$ cat src/rtl/regfile_arbiter.sv
// regfile_arbiter: shares the single read and single write port of an
// 8 x 16-bit register file between two requesters. It supports read,
// write and register-to-register copy, uses a round-robin grant, and gives
// each requester a req/ack handshake.
//
// Optional build macro RF_ARB_R0_PROTECT_EN: writes and copies that target
// R0 are suppressed. The FSM still completes and acks the access, and
// err0/err1 pulse together with the ack.
module regfile_arbiter #(
    parameter int unsigned DATA_W = 16,
    parameter int unsigned ADDR_W = 3
) (
    input  logic              clk,
    input  logic              rst_n,
    input  logic              req0,
    input  logic              req1,
    input  logic [1:0]        op0,
    input  logic [1:0]        op1,
    input  logic [ADDR_W-1:0] src0,
    input  logic [ADDR_W-1:0] src1,
    input  logic [ADDR_W-1:0] dst0,
    input  logic [ADDR_W-1:0] dst1,
    input  logic [DATA_W-1:0] wdata0,
    input  logic [DATA_W-1:0] wdata1,
    output logic              ack0,
    output logic              ack1,
    output logic [DATA_W-1:0] rdata0,
    output logic [DATA_W-1:0] rdata1,
    output logic              busy,
`ifdef RF_ARB_R0_PROTECT_EN
    output logic              err0,
    output logic              err1,
`endif
    output logic [DATA_W-1:0] rf_data_in,
    output logic [ADDR_W-1:0] rf_writenum,
    output logic              rf_write,
    output logic [ADDR_W-1:0] rf_readnum,
    input  logic [DATA_W-1:0] rf_data_out
);

    localparam logic [1:0] S_IDLE    = 2'd0;
    localparam logic [1:0] S_EXEC    = 2'd1;
    localparam logic [1:0] S_COPY_WR = 2'd2;
    localparam logic [1:0] S_DONE    = 2'd3;

    localparam logic [1:0] OP_READ  = 2'b00;
    localparam logic [1:0] OP_WRITE = 2'b01;
    localparam logic [1:0] OP_COPY  = 2'b10;

    logic [1:0]        state;
    logic [1:0]        state_next;
    logic              last_grant;
    logic              gnt;
    logic [1:0]        op_q;
    logic [ADDR_W-1:0] src_q;
    logic [ADDR_W-1:0] dst_q;
    logic [DATA_W-1:0] wdata_q;
    logic [DATA_W-1:0] hold_q;

    logic              grant_valid_c;
    logic              grant_sel_c;
    logic              is_read_c;
    logic              is_write_c;
    logic              is_copy_c;
    logic              suppress_c;
    logic              done_next_c;

    // Round-robin pick: a lone requester wins; on a tie the one not granted last wins
    always_comb begin
        grant_valid_c = req0 | req1;
        grant_sel_c   = 1'b0;
        if (req0 && req1) begin
            grant_sel_c = ~last_grant;
        end else if (req1) begin
            grant_sel_c = 1'b1;
        end
    end

    // Decode the latched operation
    always_comb begin
        is_read_c  = (op_q == OP_READ);
        is_write_c = (op_q == OP_WRITE);
        is_copy_c  = (op_q == OP_COPY);
    end

    // Writes that must not reach the regfile (R0 protection when built in)
    always_comb begin
        suppress_c = 1'b0;
`ifdef RF_ARB_R0_PROTECT_EN
        if ((is_write_c || is_copy_c) && (dst_q == ADDR_W'(0))) begin
            suppress_c = 1'b1;
        end
`endif
    end

    // Next-state logic
    always_comb begin
        state_next = state;
        case (state)
            S_IDLE: begin
                if (grant_valid_c) begin
                    state_next = S_EXEC;
                end
            end
            S_EXEC: begin
                if (is_copy_c) begin
                    state_next = S_COPY_WR;
                end else begin
                    state_next = S_DONE;
                end
            end
            S_COPY_WR: state_next = S_DONE;
            S_DONE:    state_next = S_IDLE;
            default:   state_next = S_IDLE;
        endcase
    end

    assign done_next_c = (state_next == S_DONE);

    // Regfile port drive: indices come straight from the latched operands
    always_comb begin
        rf_readnum  = src_q;
        rf_writenum = dst_q;
        rf_data_in  = wdata_q;
        rf_write    = 1'b0;
        if (state == S_COPY_WR) begin
            rf_data_in = hold_q;
            rf_write   = ~suppress_c;
        end else if ((state == S_EXEC) && is_write_c) begin
            rf_write   = ~suppress_c;
        end
    end

    // State register
    always_ff @(posedge clk or negedge rst_n) begin
        if (!rst_n) begin
            state <= S_IDLE;
        end else begin
            state <= state_next;
        end
    end

    // Grant bookkeeping and operand latch
    always_ff @(posedge clk or negedge rst_n) begin
        if (!rst_n) begin
            last_grant <= 1'b1;
            gnt        <= 1'b0;
            op_q       <= '0;
            src_q      <= '0;
            dst_q      <= '0;
            wdata_q    <= '0;
        end else if ((state == S_IDLE) && grant_valid_c) begin
            last_grant <= grant_sel_c;
            gnt        <= grant_sel_c;
            op_q       <= grant_sel_c ? op1    : op0;
            src_q      <= grant_sel_c ? src1   : src0;
            dst_q      <= grant_sel_c ? dst1   : dst0;
            wdata_q    <= grant_sel_c ? wdata1 : wdata0;
        end
    end

    // Copy source value, held for the write in COPY_WR
    always_ff @(posedge clk or negedge rst_n) begin
        if (!rst_n) begin
            hold_q <= '0;
        end else if ((state == S_EXEC) && is_copy_c) begin
            hold_q <= rf_data_out;
        end
    end

    // Read result capture into the granted requester's rdata
    always_ff @(posedge clk or negedge rst_n) begin
        if (!rst_n) begin
            rdata0 <= '0;
            rdata1 <= '0;
        end else if ((state == S_EXEC) && is_read_c) begin
            if (gnt) begin
                rdata1 <= rf_data_out;
            end else begin
                rdata0 <= rf_data_out;
            end
        end
    end

    // Ack and busy flags, registered so they line up with the DONE/non-IDLE state
    always_ff @(posedge clk or negedge rst_n) begin
        if (!rst_n) begin
            ack0 <= 1'b0;
            ack1 <= 1'b0;
            busy <= 1'b0;
        end else begin
            ack0 <= done_next_c & ~gnt;
            ack1 <= done_next_c &  gnt;
            busy <= (state_next != S_IDLE);
        end
    end

`ifdef RF_ARB_R0_PROTECT_EN
    // Error pulse alongside the ack of a suppressed R0 access
    always_ff @(posedge clk or negedge rst_n) begin
        if (!rst_n) begin
            err0 <= 1'b0;
            err1 <= 1'b0;
        end else begin
            err0 <= done_next_c & ~gnt & suppress_c;
            err1 <= done_next_c &  gnt & suppress_c;
        end
    end
`endif

endmodule

$ cat config.mk
export PLATFORM = sky130hd
export DESIGN_NAME = regfile_arbiter
export DESIGN_NICKNAME = d
export VERILOG_FILES = /design/src/rtl/regfile_arbiter.sv
export SDC_FILE = /design/constraint.sdc
export NUM_CORES = 1
export LEC_CHECK = 0
export ABC_AREA = 1
export BUFFER_PORTS_ARGS = -buffer_cell sky130_fd_sc_hd__clkbuf_2
export CORE_MARGIN = 1
export CORE_UTILIZATION = 39
export CTS_BUF_LIST = sky130_fd_sc_hd__clkbuf_4 sky130_fd_sc_hd__clkbuf_8
export DETAILED_ROUTE_END_ITERATION = 6
export PLACE_DENSITY = 0.65
export SLEW_MARGIN = 25
export SYNTH_ARGS = -nofsm -noshare
export SYNTH_HDL_FRONTEND = slang
export SYNTH_SLANG_ARGS = --single-unit
$ cat constraint.sdc
create_clock -name clk -period 1.47 [get_ports clk]
set_input_delay 0.2205 -clock clk [delete_from_list [all_inputs] [get_ports clk]]
set_output_delay 0.2205 -clock clk [all_outputs]
set_load 0.005 [all_outputs]
==> impl_metrics.ini, run 1 <==
[floorplan]
fp.dieArea_sq_um = 9560
fp-row-count = 34
core_sq_um = 8810
ioPinCount = 126
die_h_um = 97.8
die_width_um = 97.8
start_util_pct = 40.6

[global_route]
gr-total-overflow = 0
grt_max_degree = 80
grt_usage_pct = 19.8
grt_pass1_vias = 3129
antenna_found_initial = 0
grt_pass1_wl_um = 15100

[timing]
slew_headroom_pct = 72.4
worstMarginPinSlew_ns = 0.414
period_share_pct = 120
hold_violations = 0
rsz0062_at_grt = yes
setup_viol = 17
setup_slack_ns = -0.300
skew_ns = 0.0138
period_minus_slack_ns = 1.77
fmax_mhz = 565
slew_violations = 0

[clock_tree]
h-tree-depth = 3
clock_latency_ns = 0.35
path_clk_slew_ns = 0.08
clock-root-buffer = clkbuf_8
cts.sinks = 79
clock_path_buffers = 2
cts_tree = yes
numCtsBuffers = 9

[critical_path]
cp.arrival_ns = 1.55
critPathKind = flop to output pin
critPathSlowestCell = dfrtp_1
r2r-start = state[1]$_DFF_PN0_
crit_required_ns = 1.25
worstSetupStartpointType = flop
r2r_end = rf_readnum[2]$_DFFE_PN0P_
crit_path_end_kind = output pin
r2r_cells = 7
crit_fanout = 10
slowest_delay_ns = 0.40
crit_chain = inv_2, ha_4, buf_12, mux2_2, clkbuf_2
reg2reg_slack_ns = 0.06

[synth]
ys_top_cells_by_count = nand2_1, dfrtp_1, o21ai_0
synth-edff-count = 0
syn-mean-instance-area_sq_um = 8.81
synth_area_leaders = dfrtp_1, o21ai_0, nand2_1
yosysTopAreaCellShare_pct = 54.5
syn_inst = 406
async_flop_share_pct = 100
ys_seq_area_share_pct = 55.3
synth_fp_nets = 478
synth_seq_cells = 79
yosys_most_used_dff = dfrtp_1
post-synth-top-area-cell = dfrtp_1
yosys_warnings = 0
ys_types = 20
yosysMostFrequentCell = nand2_1
syn_area_sq_um = 3580

[drt]
ant_nets = 0
drt_wl_total_um = 8700
route.detailed.drc = 16
vias = 3094
viasPerCell = 4.73
wl_per_cell_um = 13.3
firstDrtPassIters = 6
drtIter0Drc = 111

[pwr]
ir_drop_mv = 0.801
total_power_mw = 10.1
cellPowerDensity_nw_per_um2 = 2120
p_leak_nw = 2.57

[finish]
fin_nets = 613
drive_gt1_share_pct = 34.4
n_antenna_cell = 0
syn_to_final_growth_pct = 33.8
final_util_pct = 54.4

[run_status]
violations = design-rule violations, negative setup slack
status = finished with violations

[worst_hold_path]
hold_end = wdata_q[8]$_DFFE_PN0P_
holdCritPathClass = input pin to flop
hp-start = wdata1[8]
whs_path_depth = 3

[place]
gp_congestion = 0.788
dp_slack_ns = -0.0330
io_buffers = 125
hpwl_um = 6230

[flow_run]
drv_cap = 0
[worst max-delay path: cells and delay by family (launching register included)]
| family | cells | cell delay [ns] |
|---|---|---|
| muxes | 1 | 0.34 |
| adders and majority gates | 1 | 0.15 |
| DFF | 1 | 0.40 |
| buffers and inverters | 3 | 0.32 |
[sequential cells by signal, summed over array words and instances, names as in the netlist]
| register | count |
|---|---|
| rdata0 | 16 |
| last_grant | 1 |
| rdata1 | 16 |
| ack1 | 1 |
| wdata_q | 16 |
| ack0 | 1 |
| gnt | 1 |
| rf_writenum | 3 |
| op_q | 2 |
| busy | 1 |
| hold_q | 16 |
| rf_readnum | 3 |
| state | 2 |
[worst max path at each step]
| stage | end | from | depth (start not counted) | slack (ns) |
|---|---|---|---|---|
| floorplan | rf_data_in[10] | state[0]$_DFF_PN0_ | 5 | 0.02 |
| global placement | rf_data_in[3] | state[0]$_DFF_PN0_ | 5 | -0.0005 |
| detailed placement | rf_data_in[1] | state[0]$_DFF_PN0_ | 5 | -0.03 |
| CTS | rf_data_in[12] | state[0]$_DFF_PN0_ | 5 | -0.31 |
| global route | rf_data_in[12] | state[0]$_DFF_PN0_ | 5 | -0.37 |
| finish | rf_data_in[12] | state[0]$_DFF_PN0_ | 5 | -0.30 |
[layer usage]
layer / up-vias / track usage [%] / share of wire, %
li1: 1553 / - / -
met1: 1412 / 28.2 / 47
met2: 116 / 30.0 / 44
met3: 13 / 4.44 / 6.7
met4: 0 / 6.64 / 1.5
met5: - / 0 / 0
[power by group]
part	switching [mW]	internal [mW]
clock network	0.813	0.958
logic	2.10	2.29
registers	0.687	3.28
total	3.60	6.53
[area by class of cell]
type | count | area [sq um]
fillers | 832 | 4020
flip-flops and latches | 79 | 1980
multi-input cells | 260 | 1370
repair buffers | 146 | 912
inverters | 45 | 171
well taps | 108 | 135
clock buffers | 9 | 124
clock inverters | 7 | 97.6
[metrics by stage]
stage                     setup TNS (ns)  instances  hold WS, ns  cell area [sq um]
final                              -4.77        654        0.130               4790
after global routing               -6.03        654        0.135               4790
after CTS                          -4.88        653        0.126               4760
after detailed placement          -0.223        632        0.276               4420
after global placement         -0.000888        632        0.278               4420
after floorplan                        0        406      -0.0751               3580
[layout by cell type (no fill, tap or decap), types with 6 or more instances in the layout]
cell type and count:
nand2_1 101, nor2_1 29, mux2_2 9, clkbuf_2 124, buf_4 11, mux2_4 7, nand3_1 6, o21ai_1 28
o21ai_0 68, buf_12 8, dfrtp_1 78, inv_1 43, clkbuf_8 9
[repair_timing]
item | in CTS | in global routing
gates resized for setup | 16 | 14
buffers inserted | 3 | 3
endpoints found under the hold margin | 78 | 0
endpoints found under the setup margin | 22 | 95
cloned | 1 | 0
hold buffers | 1 | 0
pin swaps | 3 | 3
[cell families (layout without fill, tap and decap cells)]
family	after synthesis	after routing	synth area share, %
flops	79	79	55.3
simple gates	140	140	15.7
compound gates	100	100	14.1
mux	16	16	5.03
buf+inv	67	207	8.46
fa+ha+maj	4	4	1.40
(Power assumes the default switching activity.)
==> run 2: changes to the inputs <==
--- a/config.mk
+++ b/config.mk
@@ -12,6 +12,7 @@
 export CTS_BUF_LIST = sky130_fd_sc_hd__clkbuf_4 sky130_fd_sc_hd__clkbuf_8
 export DETAILED_ROUTE_END_ITERATION = 6
 export PLACE_DENSITY = 0.65
+export SETUP_SLACK_MARGIN = 0.3
 export SLEW_MARGIN = 25
 export SYNTH_ARGS = -nofsm -noshare
 export SYNTH_HDL_FRONTEND = slang
==> impl_metrics.ini, run 2 (synthesis results as in run 1) <==
[run_status]
violations = design-rule violations, negative setup slack
status = finished with violations

[drt]
route.detailed.drc = 16
wl_per_cell_um = 13.9
drtIter0Drc = 114
ant_nets = 0
viasPerCell = 4.78
firstDrtPassIters = 7
vias = 3153
drt_wl_total_um = 9170

[critical_path]
worstSetupStartpointType = flop
slowest_delay_ns = 0.40
critPathSlowestCell = dfrtp_1
critPathKind = flop to output pin
crit_required_ns = 1.25
cp.arrival_ns = 1.57
crit_fanout = 6
crit_chain = inv_2, ha_4, clkbuf_16, mux2_4, buf_6
crit_path_end_kind = output pin
r2r_cells = 10

[floorplan]
fp.dieArea_sq_um = 9560
die_width_um = 97.8
fp-row-count = 34
start_util_pct = 40.6
core_sq_um = 8810
die_h_um = 97.8
ioPinCount = 126

[finish]
layout_commonest_cell = clkbuf_2
n_antenna_cell = 0
layout_common_cells = clkbuf_2, nand2_1, dfrtp_1, o21ai_0, inv_1
final_util_pct = 56.4
fin_nets = 619
syn_to_final_growth_pct = 38.7
drive_gt1_share_pct = 38.6

[global_route]
gr-total-overflow = 0
grt_usage_pct = 18.9
antenna_found_initial = 0
grt_max_degree = 49
grt_pass1_wl_um = 14300
grt_pass1_vias = 2928

[timing]
slew_headroom_pct = 72.8
setup_tns_ns = -7.40
hold_violations = 0
period_minus_slack_ns = 1.80
rsz0062_at_grt = yes
skew_ns = 0.0108
period_share_pct = 122
setup_viol = 58
holdWs_ns = 0.139
slew_violations = 0
worstMarginPinSlew_ns = 0.407
fmax_mhz = 557
setup_slack_ns = -0.325

[pwr]
total_power_mw = 10.6
ir_drop_mv = 0.755
p_leak_nw = 2.65
cellPowerDensity_nw_per_um2 = 2140

[place]
gp_congestion = 0.780
dp_slack_ns = -0.0356
io_buffers = 125
hpwl_um = 6400

[clock_tree]
cts_tree = yes
h-tree-depth = 3
clock-root-buffer = clkbuf_8
cts.sinks = 79
path_clk_slew_ns = 0.08
numCtsBuffers = 9
clock_latency_ns = 0.34
clock_path_buffers = 2

[worst_hold_path]
whs_path_depth = 3
holdCritPathClass = input pin to flop

[flow_run]
drv_cap = 0
==> run 2: changes by cell type in the layout (fill, tap and decap cells not counted), sizes merged <==
cell,change
inv,+1
buf,+4
bufinv,-1
clkinv,-2
clkinvlp,+1
clkbuf,+3
==> run 2: worst paths after layout <==
path / startpoint / endpoint / slack [ns]
setup reg to reg: state[0]$_DFF_PN0_ / wdata_q[12]$_DFFE_PN0P_ / -0.13
hold / removal: src1[1] / rf_readnum[1]$_DFFE_PN0P_ / 0.14
max in group asynchronous: rst_n / rdata1[15]$_DFFE_PN0P_ / 0.48
hold reg to reg: gnt$_DFFE_PN0P_ / ack0$_DFF_PN0_ / 0.45
min in group asynchronous: rst_n / rdata1[9]$_DFFE_PN0P_ / 0.34
setup / recovery: state[0]$_DFF_PN0_ / rf_data_in[12] / -0.33
==> run 2: per-layer routing <==
| metal | vias to the layer above | track usage (%) | part of all wire [%] | routed length (um) |
|---|---|---|---|---|
| met4 | 0 | 6.76 | 1.6 | 150 |
| met2 | 86 | 30.2 | 48 | 4420 |
| li1 | 1574 | - | - | - |
| met5 | - | 0 | 0 | 0 |
| met1 | 1478 | 26.3 | 46 | 4260 |
| met3 | 15 | 2.65 | 3.8 | 344 |
==> run 2: metrics by stage <==
| stage | area, sq um | std cells |
|---|---|---|
| finish | 4960 | 660 |
| global route | 4960 | 660 |
| CTS | 4800 | 656 |
| detailed placement | 4430 | 630 |
| global placement | 4430 | 630 |
| floorplan | 3660 | 406 |
==> run 2: cell type report <==
| type | count | area (sq um) |
|---|---|---|
| clock buffer | 10 | 131 |
| timing repair buffer | 152 | 1010 |
| inverter | 45 | 176 |
| tap | 108 | 135 |
| multi-input combinational | 260 | 1460 |
| sequential | 79 | 1980 |
| fill | 807 | 3840 |
| clock inverter | 6 | 70.1 |
==> run 2: what timing repair did <==
action	4_1_cts	5_1_grt
pin swaps	7	10
setup buffers	8	2
cloned	1	2
endpoints found under the hold margin	26	0
hold buffers	1	0
setup endpoints to repair	95	95
gates resized for setup	31	28
==> run 2: power breakdown <==
group | leakage, nW | total, mW | switching [mW] | internal, mW
combinational | 1.60 | 5.00 | 2.32 | 2.68
clock | 0.0925 | 1.62 | 0.810 | 0.813
sequential | 0.954 | 3.98 | 0.693 | 3.28
total | 2.65 | 10.6 | 3.83 | 6.77
==> run 2: critical path, delay by kind of cell (launching register included) <==
family	cells	cell delay, ns
DFF	1	0.40
buffers and inverters	3	0.37
muxes	1	0.30
adders and majority gates	1	0.18
==> run 3: changes to the inputs <==
--- a/config.mk
+++ b/config.mk
@@ -12,6 +12,7 @@
 export CTS_BUF_LIST = sky130_fd_sc_hd__clkbuf_4 sky130_fd_sc_hd__clkbuf_8
 export DETAILED_ROUTE_END_ITERATION = 6
 export PLACE_DENSITY = 0.65
+export REMOVE_ABC_BUFFERS = 1
 export SETUP_SLACK_MARGIN = 0.3
 export SLEW_MARGIN = 25
 export SYNTH_ARGS = -nofsm -noshare
==> impl_metrics.ini, run 3 (synthesis results as in run 1) <==
[finish]
layout_commonest_cell = clkbuf_2
fin_nets = 616
nFillCells = 810
n_antenna_cell = 0
syn_to_final_growth_pct = 33.6
drive_gt1_share_pct = 35.2
layout_common_cells = clkbuf_2, nand2_1, dfrtp_1, o21ai_0, inv_1

[drt]
ant_nets = 0
vias = 3151
firstDrtPassIters = 7
wl_per_cell_um = 14.4
drt_wl_total_um = 9450
viasPerCell = 4.80
drtIter0Drc = 138
route.detailed.drc = 16

[critical_path]
crit_chain = inv_2, ha_4, buf_12, mux2_4, clkbuf_2
crit_fanout = 8
crit_required_ns = 1.25
cp.arrival_ns = 1.58
crit_path_end_kind = output pin
slowest_delay_ns = 0.40
critPathKind = flop to output pin
worstSetupStartpointType = flop
critPathSlowestCell = dfrtp_1

[floorplan]
fp-row-count = 34
die_h_um = 97.8
die_width_um = 97.8
core_sq_um = 8810
fp.dieArea_sq_um = 9560
ioPinCount = 126
start_util_pct = 40.6

[place]
io_buffers = 125
gp_congestion = 0.812
hpwl_um = 6510

[clock_tree]
path_clk_slew_ns = 0.08
h-tree-depth = 3
numCtsBuffers = 9
cts.sinks = 79
clock_latency_ns = 0.35
clock_path_buffers = 2
cts_tree = yes
clock-root-buffer = clkbuf_8

[pwr]
cellPowerDensity_nw_per_um2 = 2090
p_leak_nw = 2.60
ir_drop_mv = 0.730

[timing]
worstMarginPinSlew_ns = 0.243
slew_violations = 0
fmax_mhz = 556
slew_headroom_pct = 83.8
setup_viol = 65
period_share_pct = 122
rsz0062_at_grt = yes
setup_slack_ns = -0.330
skew_ns = 0.00963
hold_violations = 0
setup_tns_ns = -6.99
holdWs_ns = 0.131
period_minus_slack_ns = 1.80

[flow_run]
drv_cap = 0

[run_status]
violations = design-rule violations, negative setup slack
status = finished with violations

[global_route]
gr-total-overflow = 0
grt_usage_pct = 20.7
grt_pass1_wl_um = 15300
grt_pass1_vias = 3069
antenna_found_initial = 0
grt_max_degree = 45

[worst_hold_path]
holdCritPathClass = input pin to flop
==> run 3: layout make-up <==
type                    instances  area [sq um]  share of cell area (%)
repair buffers                149           915                    19.1
flip-flops and latches         79          1980                    41.4
well taps                     108           135                    2.83
multi-input cells             260          1410                    29.5
inverters                      45           171                    3.59
clock inverters                 6          37.5                   0.785
clock buffers                  10           131                    2.75
==> run 3: metrics by stage <==
step	setup slack, ns	total power, mW	cells	instance area [sq um]	utilization, %
finish	-0.330	9.97	657	4780	54.3
global route	-0.380	10.8	657	4780	54.3
CTS	-0.338	9.99	657	4760	54.0
detailed placement	-0.0612	7.92	635	4410	50.0
global placement	-0.0298	7.76	635	4410	50.0
floorplan	-0.140	5.89	384	3440	-
==> run 3: per-layer routing <==
layer	track usage, %	routed length, um
met1	27.4	4250
met2	34.0	4490
met3	3.22	493
met4	8.62	212
met5	0	0
==> run 3: timing repair <==
item,in CTS,in global routing
hold buffers,1,0
buffers inserted,2,0
gates resized for setup,41,5
pin swaps,3,0
endpoints found under the hold margin,78,0
cloned,3,0
setup endpoints to repair,95,95
==> run 3: final timing paths <==
kind / startpoint / end / slack, ns / cells past startpoint
max in group asynchronous: rst_n / last_grant$_DFFE_PN1P_ / 0.81 / 3
max reg2reg: state[1]$_DFF_PN0_ / rdata1[12]$_DFFE_PN0P_ / -0.07 / 5
min reg2reg: gnt$_DFFE_PN0P_ / ack0$_DFF_PN0_ / 0.48 / 1
max: state[0]$_DFF_PN0_ / rf_data_in[10] / -0.33 / 5
min: src1[0] / rf_readnum[0]$_DFFE_PN0P_ / 0.13 / 3
min in group asynchronous: rst_n / rdata1[12]$_DFFE_PN0P_ / 0.21 / 2
==> run 3: worst max-delay path: cells and delay by family, from the launching register on <==
family                     cells  cell delay [ns]
adders and majority gates      1             0.18
DFF                            1             0.40
muxes                          1             0.30
buffers and inverters          3             0.35
==> run 3: power breakdown <==
part	total, mW	switching [mW]	internal (mW)
combinational	4.63	2.25	2.38
sequential	3.92	0.636	3.28
clock	1.43	0.801	0.627
